`src/rtl/key_pulse_gen.sv`:
```
// ---------------------------------------------------------------------------
// key_pulse_gen
//
// Turns raw mechanical push-button pads into clean command pulses for the
// delay-control stage. Each key channel runs on its own, with no priority
// between keys:
//   raw pad -> two-flop synchroniser -> counter debounce FSM -> press edge
// One accepted press produces exactly one single-cycle key_pulse. With
// AUTO_REPEAT_EN it also produces timed repeat pulses while the key is held.
//
// Optional feature macro: AUTO_REPEAT_EN
//   undefined (default): exactly one pulse per press. REPEAT_* are ignored.
//   defined            : a key held in HELD repeats. The first repeat comes
//                        REPEAT_DELAY cycles after the press pulse, and later
//                        repeats come every REPEAT_PERIOD cycles.
//
// Parameters
//   NUM_KEYS        number of independent key channels
//   DEBOUNCE_CYCLES stable synchronised cycles to accept a press/release
//   CNT_W           width of each per-key counter
//   KEY_ACTIVE_LOW  1: raw 0 means pressed, 0: raw 1 means pressed
//   REPEAT_DELAY    press pulse to first repeat pulse (AUTO_REPEAT_EN only)
//   REPEAT_PERIOD   spacing of later repeat pulses (AUTO_REPEAT_EN only)
//
// Ports
//   clk        system clock, rising edge
//   reset_n    asynchronous active-low reset
//   key_raw    raw asynchronous key pads, NUM_KEYS wide
//   key_pulse  registered one-cycle active-high pulse per accepted press/repeat
//   key_level  registered debounced active-high pressed level
// ---------------------------------------------------------------------------
module key_pulse_gen #(
  parameter int NUM_KEYS        = 2,
  parameter int DEBOUNCE_CYCLES = 50000,
  parameter int CNT_W           = 20,
  parameter int KEY_ACTIVE_LOW  = 1,
  parameter int REPEAT_DELAY    = 25000000,
  parameter int REPEAT_PERIOD   = 5000000
) (
  input  logic                clk,
  input  logic                reset_n,
  input  logic [NUM_KEYS-1:0] key_raw,
  output logic [NUM_KEYS-1:0] key_pulse,
  output logic [NUM_KEYS-1:0] key_level
);

  typedef enum logic [1:0] {
    IDLE        = 2'd0,
    DEB_PRESS   = 2'd1,
    HELD        = 2'd2,
    DEB_RELEASE = 2'd3
  } key_state_e;

  // Raw pad level that means "not pressed"; also the synchroniser reset value.
  localparam logic RELEASED_LVL = (KEY_ACTIVE_LOW != 0);

  localparam longint CNT_MAX = (longint'(1) << CNT_W) - 1;

  // Terminal counts. The compare happens before the increment, so a counter
  // never needs to hold a value above its terminal count and cannot wrap.
  localparam logic [CNT_W-1:0] DEB_LAST = CNT_W'(DEBOUNCE_CYCLES - 1);

`ifdef AUTO_REPEAT_EN
  localparam logic [CNT_W-1:0] REP_DELAY_LAST  = CNT_W'(REPEAT_DELAY - 1);
  localparam logic [CNT_W-1:0] REP_PERIOD_LAST = CNT_W'(REPEAT_PERIOD - 1);
`endif

  // Elaboration-time parameter legality checks.
  if (DEBOUNCE_CYCLES < 1 || longint'(DEBOUNCE_CYCLES) > CNT_MAX) begin : g_bad_debounce
    $error("key_pulse_gen: DEBOUNCE_CYCLES must be in 1..2**CNT_W-1");
  end

`ifdef AUTO_REPEAT_EN
  // A repeat interval of 1 would put pulses on back-to-back cycles.
  if (REPEAT_DELAY < 2 || REPEAT_PERIOD < 2 ||
      longint'(REPEAT_DELAY) > CNT_MAX || longint'(REPEAT_PERIOD) > CNT_MAX) begin : g_bad_repeat
    $error("key_pulse_gen: REPEAT_DELAY/REPEAT_PERIOD must be in 2..2**CNT_W-1");
  end
`else
  if (REPEAT_DELAY < 0 || REPEAT_PERIOD < 0) begin : g_bad_repeat
    $error("key_pulse_gen: REPEAT_DELAY/REPEAT_PERIOD must not be negative");
  end
`endif

  // -------------------------------------------------------------------------
  // Stage p0/p1: two-flop synchroniser. It resets to the released level so
  // that a reset never looks like a press.
  // -------------------------------------------------------------------------
  logic [NUM_KEYS-1:0] sync_p0;
  logic [NUM_KEYS-1:0] sync_p1;
  logic [NUM_KEYS-1:0] pressed;

  always_ff @(posedge clk or negedge reset_n) begin
    if (!reset_n) begin
      sync_p0 <= {NUM_KEYS{RELEASED_LVL}};
      sync_p1 <= {NUM_KEYS{RELEASED_LVL}};
    end else begin
      sync_p0 <= key_raw;
      sync_p1 <= sync_p0;
    end
  end

  assign pressed = sync_p1 ^ {NUM_KEYS{RELEASED_LVL}};

  // -------------------------------------------------------------------------
  // Stage p2: per-channel debounce FSM with registered pulse/level outputs
  // -------------------------------------------------------------------------
  for (genvar k = 0; k < NUM_KEYS; k++) begin : g_key
    key_state_e       state_q;
    key_state_e       state_d;
    logic [CNT_W-1:0] cnt_q;
    logic [CNT_W-1:0] cnt_d;
    logic             pulse_q;
    logic             pulse_d;
    logic             level_q;
    logic             level_d;
`ifdef AUTO_REPEAT_EN
    // Set once the first (REPEAT_DELAY) repeat of the current hold has fired,
    // so that later repeats use REPEAT_PERIOD.
    logic             rep_q;
    logic             rep_d;
`endif

    always_ff @(posedge clk or negedge reset_n) begin
      if (!reset_n) begin
        state_q <= IDLE;
        cnt_q   <= '0;
        pulse_q <= 1'b0;
        level_q <= 1'b0;
`ifdef AUTO_REPEAT_EN
        rep_q   <= 1'b0;
`endif
      end else begin
        state_q <= state_d;
        cnt_q   <= cnt_d;
        pulse_q <= pulse_d;
        level_q <= level_d;
`ifdef AUTO_REPEAT_EN
        rep_q   <= rep_d;
`endif
      end
    end

    always_comb begin
      state_d = state_q;
      cnt_d   = cnt_q;
      pulse_d = 1'b0;
`ifdef AUTO_REPEAT_EN
      rep_d   = rep_q;
`endif

      case (state_q)
        IDLE: begin
          if (pressed[k]) begin
            state_d = DEB_PRESS;
            cnt_d   = '0;
          end
        end

        DEB_PRESS: begin
          if (!pressed[k]) begin
            state_d = IDLE;
            cnt_d   = '0;
          end else if (cnt_q == DEB_LAST) begin
            state_d = HELD;
            cnt_d   = '0;
            pulse_d = 1'b1;
`ifdef AUTO_REPEAT_EN
            rep_d   = 1'b0;
`endif
          end else begin
            cnt_d = cnt_q + 1'b1;
          end
        end

        HELD: begin
          if (!pressed[k]) begin
            state_d = DEB_RELEASE;
            cnt_d   = '0;
          end
`ifdef AUTO_REPEAT_EN
          // The counter starts from 0 on the press pulse. The first repeat
          // therefore fires exactly REPEAT_DELAY cycles later and cannot
          // coincide with the press pulse.
          else if (cnt_q == (rep_q ? REP_PERIOD_LAST : REP_DELAY_LAST)) begin
            cnt_d   = '0;
            pulse_d = 1'b1;
            rep_d   = 1'b1;
          end else begin
            cnt_d = cnt_q + 1'b1;
          end
`endif
        end

        DEB_RELEASE: begin
          if (pressed[k]) begin
            // A release bounce returns to HELD silently. The level never
            // dropped, so this is not a new press.
            state_d = HELD;
            cnt_d   = '0;
          end else if (cnt_q == DEB_LAST) begin
            state_d = IDLE;
            cnt_d   = '0;
          end else begin
            cnt_d = cnt_q + 1'b1;
          end
        end

        default: begin
          state_d = IDLE;
          cnt_d   = '0;
        end
      endcase

      // The level follows the next state, so it rises on the same edge as
      // the press pulse and falls on the edge that accepts the release.
      level_d = (state_d == HELD) || (state_d == DEB_RELEASE);
    end

    assign key_pulse[k] = pulse_q;
    assign key_level[k] = level_q;
  end

endmodule

```
`config.mk`:
```
export PLATFORM = sky130hd
export DESIGN_NAME = key_pulse_gen
export DESIGN_NICKNAME = d
export VERILOG_FILES = /design/src/rtl/key_pulse_gen.sv
export SDC_FILE = /design/constraint.sdc
export NUM_CORES = 1
export LEC_CHECK = 0
export BUFFER_PORTS_ARGS = -buffer_cell sky130_fd_sc_hd__buf_2
export CAP_MARGIN = 20
export CORE_MARGIN = 1.5
export CORE_UTILIZATION = 35
export CTS_CLUSTER_DIAMETER = 40
export CTS_CLUSTER_SIZE = 28
export DETAILED_ROUTE_END_ITERATION = 8
export PLACE_DENSITY_LB_ADDON = 0.08
export SLEW_MARGIN = 20
export SYNTH_ARGS = -nofsm -noshare
export SYNTH_HDL_FRONTEND = slang
export SYNTH_SLANG_ARGS = --single-unit
```
`constraint.sdc`:
```
create_clock -name clk -period 1.8 [get_ports clk]
set_input_delay 0.18 -clock clk [delete_from_list [all_inputs] [get_ports clk]]
set_output_delay 0.18 -clock clk [all_outputs]
set_load 0.005 [all_outputs]
```
==> metrics, run 1 <==
VDD IR-drop max 0.0002838 V; Die Width 91.04 um; fin crit period 1.920 ns; Synth Area in Adders 0.9225%; worst slew pin tran 0.7521 ns; Vias 2390; period utilisation layout 106.6%; largest net degree at the start of global routing 39; worst relative slew slack 49.80%; CP Launch Type flop; # placed instances 430; post-synth top area share 43.36%; Post-synth top cells dfrtp_1, nand2_1, a21oi_1; Ys Warns 0; Compound-Gate Fraction of Synth Area 18.45%; area grow syn2layout 34.04%; die footprint 8287 sq um; Detail Placement HPWL 4454 um; Residual DRC 0; Unique masters post-synth 51; DR vias/cell 5.288; XOR/XNOR Fraction of Synth Area 0.6458%; worst skew pair latency 0.31 ns; Reg2Reg Depth 7; Clk pin slew, worst setup/hold paths 0.10 ns; max frequency 520.9 MHz; Leakage 1.564 nW; Critical Path Start g_key[1].cnt_q[1]$_DFFE_PN0P_; Critical Path AT 2.13 ns; endpoints failing setup 31; syn_nets 294; final core utilization 49.34%; PwrDens 592.5 nW/um^2; Worst setup endpoint g_key[1].cnt_q[8]$_DFFE_PN0P_; crit-path max FO 12; Power Total 2.154 mW; CTS tree built; worst min path class in2async; Final Routed Wirelength 6403 um; first-pass GRT wire length 11070 um; post-route insts no fill 452; Slew Limit Fails 0; Die Y 91.04 um; mean post-synth cell area 9.419 sq um; Most used DFF post-synth dfrtp_1; violated checks setup timing; FF+latch count, synth 51; largest family of logic cells by synthesized area simple AND/OR/NAND/NOR gates; register area share after synthesis 47.23%; Synth async-reset ratio 100.0%; run status finished with violations; kind of critical path reg2reg; worst slack at placement -0.1800 ns; MaxCap Viol Count 0; Hold Slack 0.3481 ns; share of cells above drive strength 1 37.96%; r2r endpoint g_key[1].cnt_q[8]$_DFFE_PN0P_; GRT Overall Usage 16.57%; average routed wire per standard cell 14.17 um; boundary pin count 8; simple-gate portion of the synthesized area 24.45%; FF-to-FF setup slack -0.12 ns; most frequent cell after synthesis dfrtp_1; Root Buffer clkbuf_8; global route overflow 0; ANT cells 0; Core Area 7370 sq um; Worst Setup End Kind flop; Worst R2R Start g_key[1].cnt_q[1]$_DFFE_PN0P_; CTS buffer count 5; final-report hold violation count 0; CTS H-tree lvls 2; Area contributors post-synth dfrtp_1, nand2_1, a21oi_1; gp weighted congestion 0.7459; post-synthesis mux area share 2.629%; Clock Skew 0.01226 ns; area leader, netlist dfrtp_1; mapped cell area 2713 sq um; Pre-antenna DRT Iters 4; DP Area 3219 sq um; initial antenna violation count 0; fin area 3636 sq um; port buffer count 7; clk sinks 51; vias in the first global route 2304; Post-synth EDFFs 0; DRT iter0 DRCs 77; Final WS setup -0.1196 ns; Initial Util 36.81%; Detail Route Antenna Nets 0; TNS Setup -1.434 ns; Synth Instances 288; CP required 2.01 ns; unrepaired setup endpoints after global routing true; Max clock buf depth 2; Nets 358; FP Rows 31
[cells in the final DEF, fill, tap and decap left out, types with 5 or more instances in the layout]
master	n
inv_1	6
buf_2	7
buf_6	8
nand2_1	35
a21oi_1	7
nor2_1	9
nand3_1	19
a41oi_2	7
a31oi_1	15
mux2i_1	6
nor3_1	6
buf_4	55
nand4_1	10
or3_1	5
clkbuf_8	7
a21oi_2	16
and3_1	11
o21ai_0	7
dfrtp_1	47
[flip-flops by register name, indices dropped and copies added (netlist names)]
signal,flops
g_key.cnt_q,40
g_key.state_q,3
g_key.level_q,2
g_key.pulse_q,2
sync_p0,2
sync_p1,2
[what timing repair did]
item | 4_1_cts | 5_1_grt
resized for setup | 29 | 18
pin swaps | 15 | 6
hold endpoints to repair | 17 | 0
setup buffers | 5 | 7
setup endpoints to repair | 42 | 46
hold buffers | 3 | 0
[worst max-delay path, cell delays in order, from the launching register on]
cell and delay [ns]:
dfrtp_1 0.40, ha_4 0.16, nand3_2 0.08, or4_4 0.45, o31a_1 0.30, buf_6 0.17
a21oi_2 0.11, o21ba_2 0.16
[worst min path at each step]
stage                         startpoint                       endpoint  slack, ns  cells after the start
finish                           reset_n     g_key[0].pulse_q$_DFF_PN0_       0.35                      2
global route        sync_p0[1]$_DFF_PN1_           sync_p1[1]$_DFF_PN1_       0.37                      0
CTS                              reset_n  g_key[0].cnt_q[3]$_DFFE_PN0P_       0.36                      2
detailed placement               reset_n     g_key[0].pulse_q$_DFF_PN0_       0.15                      1
global placement                 reset_n     g_key[0].pulse_q$_DFF_PN0_       0.16                      1
floorplan                        reset_n  g_key[0].cnt_q[0]$_DFFE_PN0P_      -0.12                      0
[routing by layer]
metal	vias to the layer above	global-route usage, %	share of wire, %	wire length (um)
met5	-	0	0	0
met4	0	4.297	1.0	65
met3	7	2.513	1.9	122
li1	1194	-	-	-
met1	1165	21.96	48	3068
met2	24	28.11	49	3146
[cell type report]
class	count	area, sq um
Timing Repair Buffer	75	608.1
Clock inverter	1	7.507
Multi-Input combinational cell	213	1496
Tap cell	99	123.9
Inverter	6	22.52
Sequential cell	51	1281
Clock buffer	7	96.34
Fill cell	713	3734
[report_power, final]
part           internal, mW  total, mW  switching [mW]
Sequential             1.17       1.19          0.0176
Clock                 0.351      0.742           0.392
Combinational        0.0991      0.223           0.124
Total                  1.62       2.15           0.533
[cells by family after synthesis]
family / count (synthesis)
xor gates and xnor gates: 2
DFF: 51
muxes: 7
and+or+nand+nor: 125
adders and majority gates: 2
buffers and inverters: 24
AOI/OAI and AO/OA: 77
Note: power is estimated with default switching activity, not from simulation.
==> inputs of run 2 (changes only) <==
==> config.mk (replaced) <==
export PLATFORM = sky130hd
export DESIGN_NAME = key_pulse_gen
export DESIGN_NICKNAME = d
export VERILOG_FILES = /design/src/rtl/key_pulse_gen.sv
export SDC_FILE = /design/constraint.sdc
export NUM_CORES = 1
export LEC_CHECK = 0
export BUFFER_PORTS_ARGS = -buffer_cell sky130_fd_sc_hd__buf_4
export CAP_MARGIN = 20
export CORE_UTILIZATION = 35
export CTS_CLUSTER_DIAMETER = 40
export CTS_CLUSTER_SIZE = 28
export DETAILED_ROUTE_END_ITERATION = 8
export PLACE_DENSITY_LB_ADDON = 0.08
export SLEW_MARGIN = 40
export SYNTH_ARGS = -nofsm -noshare
export SYNTH_HDL_FRONTEND = slang
export SYNTH_SLANG_ARGS = --single-unit
==> run 2 against run 1 <==
The run still ends with setup timing left. Sequential share of layout area down 0.25 points. Global-route usage up 1.4 points. First-iteration DRC count down 22%. Combinational power about the same. Wire length up 3.4%. Sequential power about the same. Maximum frequency down 1.0%. Die area down 2.2%. Clock power about the same. Power up 0.15%. Clock skew up 0.0035 ns. Critical path type unchanged.
==> metrics, run 2 (synthesis results as in run 1) <==
Nets 357 (was 358); boundary pin count 8 (unchanged); Leakage 1.567 nW (was 1.564 nW); ANT cells 0 (unchanged); Detail Placement HPWL 4324 um (was 4454 um); first-pass GRT wire length 11700 um (was 11070 um); endpoints failing setup 39 (was 31); port buffer count 7 (unchanged); worst relative slew slack 55.97% (was 49.80%); initial antenna violation count 0 (unchanged); worst skew pair latency 0.31 ns (about the same); Root Buffer clkbuf_8 (unchanged); Power Total 2.158 mW (was 2.154 mW); DP Area 3232 sq um (was 3219 sq um); max reg flops 40 (unchanged); VDD IR-drop max 0.0003074 V (was 0.0002838 V); GRT Overall Usage 17.98% (was 16.57%); final-report hold violation count 0 (unchanged); Critical Path AT 2.15 ns (was 2.13 ns); commonest non-fill, non-tap cell in the layout buf_4 (unchanged); register area 1281 sq um (unchanged); clk sinks 51 (unchanged); Multi-input gate area 1511 sq um (was 1496 sq um); # placed instances 431 (was 430); Residual DRC 0 (unchanged); PwrDens 589.2 nW/um^2 (was 592.5 nW/um^2); Die Width 90.04 um (was 91.04 um); fin area 3662 sq um (was 3636 sq um); fin crit period 1.940 ns (was 1.920 ns); slowest cell on the critical path or4_4 (unchanged); Hold Slack 0.3487 ns (was 0.3481 ns); DR vias/cell 5.317 (was 5.288); worst hold stages 0; CTS H-tree lvls 2 (unchanged); CTS tree built (unchanged); Final WS setup -0.1399 ns (was -0.1196 ns); TNS Setup -2.288 ns (was -1.434 ns); CTS buffer count 5 (unchanged); area grow syn2layout 35.01% (was 34.04%); Core Area 7370 sq um (unchanged); vias in the first global route 2377 (was 2304); Biggest register g_key.cnt_q (unchanged); max frequency 515.5 MHz (was 520.9 MHz); share of cells above drive strength 1 38.35% (was 37.96%); FILL cells 700 (was 713); largest net degree at the start of global routing 52 (was 39); Slew Limit Fails 0 (unchanged); worst min path class reg2reg (was in2async); FP Rows 31 (unchanged); cell breakdown of the critical path ha_2, nand3_2, or4_4, o31a_1, buf_12, a21oi_1, o21ba_2 (was ha_4, nand3_2, or4_4, o31a_1, buf_6, a21oi_2, o21ba_2); CP max stage delay 0.45 ns (about the same); Vias 2398 (was 2390); violated checks setup timing (unchanged); Pre-antenna DRT Iters 4 (unchanged); biggest regs g_key.cnt_q: 40 flops, g_key.state_q: 3 flops (unchanged); CP Launch Type flop (unchanged); kind of critical path reg2reg (unchanged); CP required 2.01 ns (about the same); Initial Util 36.81% (unchanged); Reg2Reg Depth 7 (unchanged); average routed wire per standard cell 14.69 um (was 14.17 um); crit-path max FO 19 (was 12); post-route insts no fill 451 (was 452); MaxCap Viol Count 0 (unchanged); run status finished with violations (unchanged); Detail Route Antenna Nets 0 (unchanged); unrepaired setup endpoints after global routing true (unchanged); period utilisation layout 107.8% (was 106.6%); DRT iter0 DRCs 60 (was 77); global route overflow 0 (unchanged); die footprint 8106 sq um (was 8287 sq um); Final Routed Wirelength 6623 um (was 6403 um); Die Y 90.04 um (was 91.04 um); gp weighted congestion 0.7719 (was 0.7459); Clock Skew 0.01573 ns (was 0.01226 ns); Clk pin slew, worst setup/hold paths 0.10 ns (about the same); worst slew pin tran 0.6605 ns (was 0.7521 ns); Worst Setup End Kind flop (unchanged); commonest cells after routing, fill and taps aside buf_4, dfrtp_1, nand2_1 (unchanged); Max clock buf depth 2 (unchanged)
-- run 2: worst paths after layout --
check                      slack, ns                     startpoint                        endpoint
hold reg to reg                 0.35           sync_p0[0]$_DFF_PN1_            sync_p1[0]$_DFF_PN1_
setup reg to reg               -0.14  g_key[1].cnt_q[0]$_DFFE_PN0P_   g_key[1].cnt_q[8]$_DFFE_PN0P_
setup / recovery               -0.14  g_key[1].cnt_q[0]$_DFFE_PN0P_   g_key[1].cnt_q[8]$_DFFE_PN0P_
min in group asynchronous       0.44                        reset_n  g_key[1].cnt_q[16]$_DFFE_PN0P_
hold / removal                  0.35           sync_p0[0]$_DFF_PN1_            sync_p1[0]$_DFF_PN1_
max in group asynchronous       0.92                        reset_n      g_key[1].pulse_q$_DFF_PN0_
-- run 2: metrics by stage --
step	setup WS (ns)	utilization, %
after global routing	-0.2162	49.69
after global placement	-0.1368	43.85
after CTS	-0.1421	48.54
after floorplan	-0.09819	-
after detailed placement	-0.1666	43.85
final	-0.1399	49.69
-- run 2: worst max-delay path, delay by kind of cell (launching register included) --
family                   cells  cell delay, ns
flip-flops                   1            0.37
buffers and inverters        1            0.17
AO/OA/AOI/OAI                3            0.58
AND/OR/NAND/NOR              2            0.53
adder cells (fa/ha/maj)      1            0.19
-- run 2: layout make-up --
| class | instances | share of cell area [%] |
|---|---|---|
| tap | 99 | 3.382 |
| timing repair buffer | 74 | 16.91 |
| clock buffer | 7 | 2.631 |
| clock inverter | 1 | 0.2050 |
| inverter | 6 | 0.6150 |
| sequential | 51 | 34.98 |
| multi-input combinational | 213 | 41.27 |
-- run 2: metal layers --
layer	wire, um	track usage [%]	up-vias	share of wire [%]
li1	-	-	1193	-
met1	3295	24.72	1188	50
met2	3137	29.07	10	47
met3	96	2.538	7	1.4
met4	94	6.048	0	1.4
met5	0	0	-	0
-- run 2: report_power, final --
part           leakage, nW  internal [mW]  switching [mW]  total [mW]
logic                0.826         0.0992           0.124       0.223
clock network       0.0505          0.351           0.394       0.745
registers            0.691           1.17          0.0181        1.19
-- run 2: timing repair --
item	4_1_cts	5_1_grt
hold buffers	3	0
setup endpoints to repair	38	46
pin swaps	12	9
cloned	3	0
endpoints found under the hold margin	49	0
buffers inserted	3	3
resized for setup	37	15
==> inputs of run 3 (changes only) <==
--- a/config.mk
+++ b/config.mk
@@ -7,7 +7,7 @@
 export LEC_CHECK = 0
 export BUFFER_PORTS_ARGS = -buffer_cell sky130_fd_sc_hd__buf_4
 export CAP_MARGIN = 20
-export CORE_UTILIZATION = 35
+export CORE_UTILIZATION = 45
 export CTS_CLUSTER_DIAMETER = 40
 export CTS_CLUSTER_SIZE = 28
 export DETAILED_ROUTE_END_ITERATION = 8
==> run 3 against run 2 <==
The run still ends with setup timing left. Die area decreased by 22%. Sequential share of layout area decreased by 1.2 points. Clock skew decreased by 0.0071 ns. Setup slack got worse by 0.063 ns. Via count increased by 4.5%. Sequential cell count unchanged. Utilization increased by 18 points. Critical path depth unchanged. Hold slack improved by 0.013 ns. Power decreased by 0.47%. Clock power decreased by 9.5%. Cell count decreased by 5.8%.
==> metrics, run 3 (synthesis results as in run 1) <==
run status finished with violations (unchanged); violated checks setup timing (unchanged); die footprint 6343 sq um (was 8106 sq um); worst relative slew slack 45.84% (was 55.97%); Core Area 5642 sq um (was 7370 sq um); FP Rows 27 (was 31); Vias 2505 (was 2398); Max clock buf depth 2 (unchanged); instance count on the critical path 7 (unchanged); P_int 1.582 mW (was 1.621 mW); global route overflow 0 (unchanged); Slew Limit Fails 0 (unchanged); Die Y 79.64 um (was 90.04 um); CTS tree built (unchanged); worst min path class reg2reg (unchanged); DRT iter0 DRCs 139 (was 60); Final WS setup -0.2029 ns (was -0.1399 ns); met1 GRT Util 33.33% (was 24.72%); Pre-antenna DRT Iters 4 (unchanged); clock network fraction of total power 31.4% (was 34.5%); Buf/Inv on CP 2 (was 1); Sw Share 26.32% (was 24.85%); initial antenna violation count 0 (unchanged); Nets 358 (was 357); period utilisation layout 111.3% (was 107.8%); boundary pin count 8 (unchanged); slowest cell on the critical path or4b_4 (was or4_4); Worst Setup End Kind flop (unchanged); MaxCap Viol Count 0 (unchanged); Root Buffer clkbuf_8 (unchanged); biggest regs g_key.cnt_q: 40 flops, g_key.state_q: 3 flops (unchanged); CP required 2.00 ns (was 2.01 ns); Clk pin slew, worst setup/hold paths 0.10 ns (about the same); share of cells above drive strength 1 42.49% (was 38.35%); VDD IR-drop max 0.0003167 V (was 0.0003074 V); FILL cells 430 (was 700); worst slew pin tran 0.8115 ns (was 0.6605 ns); fin crit period 2.003 ns (was 1.940 ns); commonest non-fill, non-tap cell in the layout buf_4 (unchanged); r2r endpoint g_key[0].cnt_q[10]$_DFFE_PN0P_ (was g_key[1].cnt_q[8]$_DFFE_PN0P_); GRT Overall Usage 22.81% (was 17.98%); largest net degree at the start of global routing 52 (unchanged); CTS buffer count 5 (unchanged); Worst R2R Start g_key[0].cnt_q[7]$_DFFE_PN0P_ (was g_key[1].cnt_q[0]$_DFFE_PN0P_); # placed instances 399 (was 431); Detail Route Antenna Nets 0 (unchanged); DR vias/cell 5.894 (was 5.317); sw power 565.3 uW (was 536.3 uW); average routed wire per standard cell 16.27 um (was 14.69 um); worst hold endpoint sync_p1[1]$_DFF_PN1_ (was sync_p1[0]$_DFF_PN1_); PwrDens 566.1 nW/um^2 (was 589.2 nW/um^2); worst hold stages 0 (unchanged); CP max stage delay 0.55 ns (was 0.45 ns); Top delay family on crit path simple AND/OR/NAND/NOR gates (was compound AO/OA/AOI/OAI gates); combinational share of power 13.1% (was 10.3%); Top Usage Layer GRT met2 (unchanged); worst slack at placement -0.1658 ns (was -0.1666 ns); Detail Placement HPWL 3958 um (was 4324 um); DP Area 3176 sq um (was 3232 sq um); crit-path max FO 5 (was 19); Initial Util 48.08% (was 36.81%); Hold Startpoint sync_p0[1]$_DFF_PN1_ (was sync_p0[0]$_DFF_PN1_); ANT cells 0 (unchanged); Final Routed Wirelength 6914 um (was 6623 um); final core utilization 67.24% (was 49.69%); max frequency 499.3 MHz (was 515.5 MHz); Reg2Reg Depth 7 (unchanged); max reg flops 40 (unchanged); Residual DRC 0 (unchanged); endpoints failing setup 39 (unchanged); area grow syn2layout 39.85% (was 35.01%); Biggest register g_key.cnt_q (unchanged); FF-to-FF setup slack -0.20 ns (was -0.14 ns); Leakage 1.633 nW (was 1.567 nW); GR Layer Usage met2 34.62% (was 29.07%); Clock Skew 0.008677 ns (was 0.01573 ns); first-pass GRT wire length 11170 um (was 11700 um); unrepaired setup endpoints after global routing true (unchanged); vias in the first global route 2352 (was 2377); Critical Path AT 2.20 ns (was 2.15 ns); Die Width 79.64 um (was 90.04 um); Reg power frac 55.5% (was 55.1%); TNS Setup -5.368 ns (was -2.288 ns); gp weighted congestion 0.7958 (was 0.7719); kind of critical path reg2reg (unchanged); cell breakdown of the critical path or4b_4, nor3_4, a31oi_4, buf_12, clkbuf_16, o211ai_1, nand3_2 (was ha_2, nand3_2, or4_4, o31a_1, buf_12, a21oi_1, o21ba_2); commonest cells after routing, fill and taps aside buf_4, dfrtp_1, nand2_1 (unchanged); post-route insts no fill 425 (was 451); final-report hold violation count 0 (unchanged); port buffer count 7 (unchanged); met3 usage 3.543% (was 2.538%); worst skew pair latency 0.31 ns (about the same); fin area 3794 sq um (was 3662 sq um); CTS H-tree lvls 2 (unchanged); CP Launch Type flop (unchanged); clk sinks 51 (unchanged)
run 3: changes by cell type in the layout (fill, tap and decap cells not counted), moves of 2 or more:
cell      delta
and3_1       -2
o21ai_1      -2
buf_12       +3
clkbuf_8     -2
nand2_4      +3
o21ai_2      +3
buf_4        -5
nand2_2      +2
nand2_1      -5
buf_16       +2
and3_4       +2
run 3: worst register-to-register path, stage by stage (launching register included):
cell       delay, ns
dfrtp_1         0.39
or4b_4          0.55
nor3_4          0.20
a31oi_4         0.22
buf_12          0.19
clkbuf_16       0.15
o211ai_1        0.10
nand3_2         0.08
run 3: worst max path at each step:
stage	startpoint	endpoint
4_1_cts	g_key[1].cnt_q[1]$_DFFE_PN0P_	g_key[1].cnt_q[7]$_DFFE_PN0P_
5_1_grt	g_key[1].cnt_q[0]$_DFFE_PN0P_	g_key[1].cnt_q[10]$_DFFE_PN0P_
3_5_place_dp	g_key[1].cnt_q[0]$_DFFE_PN0P_	g_key[1].cnt_q[7]$_DFFE_PN0P_
3_3_place_gp	g_key[1].cnt_q[0]$_DFFE_PN0P_	g_key[1].cnt_q[6]$_DFFE_PN0P_
6_report	g_key[0].cnt_q[7]$_DFFE_PN0P_	g_key[0].cnt_q[10]$_DFFE_PN0P_
2_1_floorplan	g_key[1].cnt_q[0]$_DFFE_PN0P_	g_key[1].cnt_q[14]$_DFFE_PN0P_
run 3: layout make-up:
type / count / area, sq um / share of cell area [%]
sequential: 51 / 1281 / 33.77
clock buffer: 5 / 68.82 / 1.814
clock inverter: 3 / 20.02 / 0.5277
tap: 72 / 90.09 / 2.375
multi-input combinational: 213 / 1582 / 41.69
inverter: 6 / 22.52 / 0.5937
timing repair buffer: 75 / 729.5 / 19.23
run 3: layer usage:
| layer | vias to the layer above | routed length [um] | part of all wire (%) |
|---|---|---|---|
| li1 | 1205 | - | - |
| met4 | 0 | 96 | 1.4 |
| met3 | 11 | 308 | 4.5 |
| met2 | 55 | 3204 | 46 |
| met5 | - | 0 | 0 |
| met1 | 1234 | 3305 | 48 |
run 3: power groups by stage:
stage                     Combinational, mW  Sequential (mW)  Clock [mW]
after global routing                  0.304             1.20       0.736
after CTS                             0.247             1.19       0.683
after detailed placement              0.181             1.21           0
after floorplan                      0.0990             1.22           0
after global placement                0.181             1.21           0
final                                 0.282             1.19       0.674
run 3: what timing repair did:
| item | in CTS | in global routing |
|---|---|---|
| cloned | 5 | 1 |
| endpoints found under the setup margin | 43 | 45 |
| buffers inserted | 4 | 6 |
| pin swaps | 8 | 15 |
| hold buffers | 3 | 0 |
| resized for setup | 24 | 44 |
| endpoints found under the hold margin | 49 | 0 |
run 3: through the flow:
step           power [mW]  hold slack [ns]
6_report            2.148           0.3613
5_1_grt             2.235           0.3687
4_1_cts             2.117           0.3625
3_5_place_dp        1.392           0.2504
3_3_place_gp        1.390           0.2500
2_1_floorplan       1.314          -0.1156
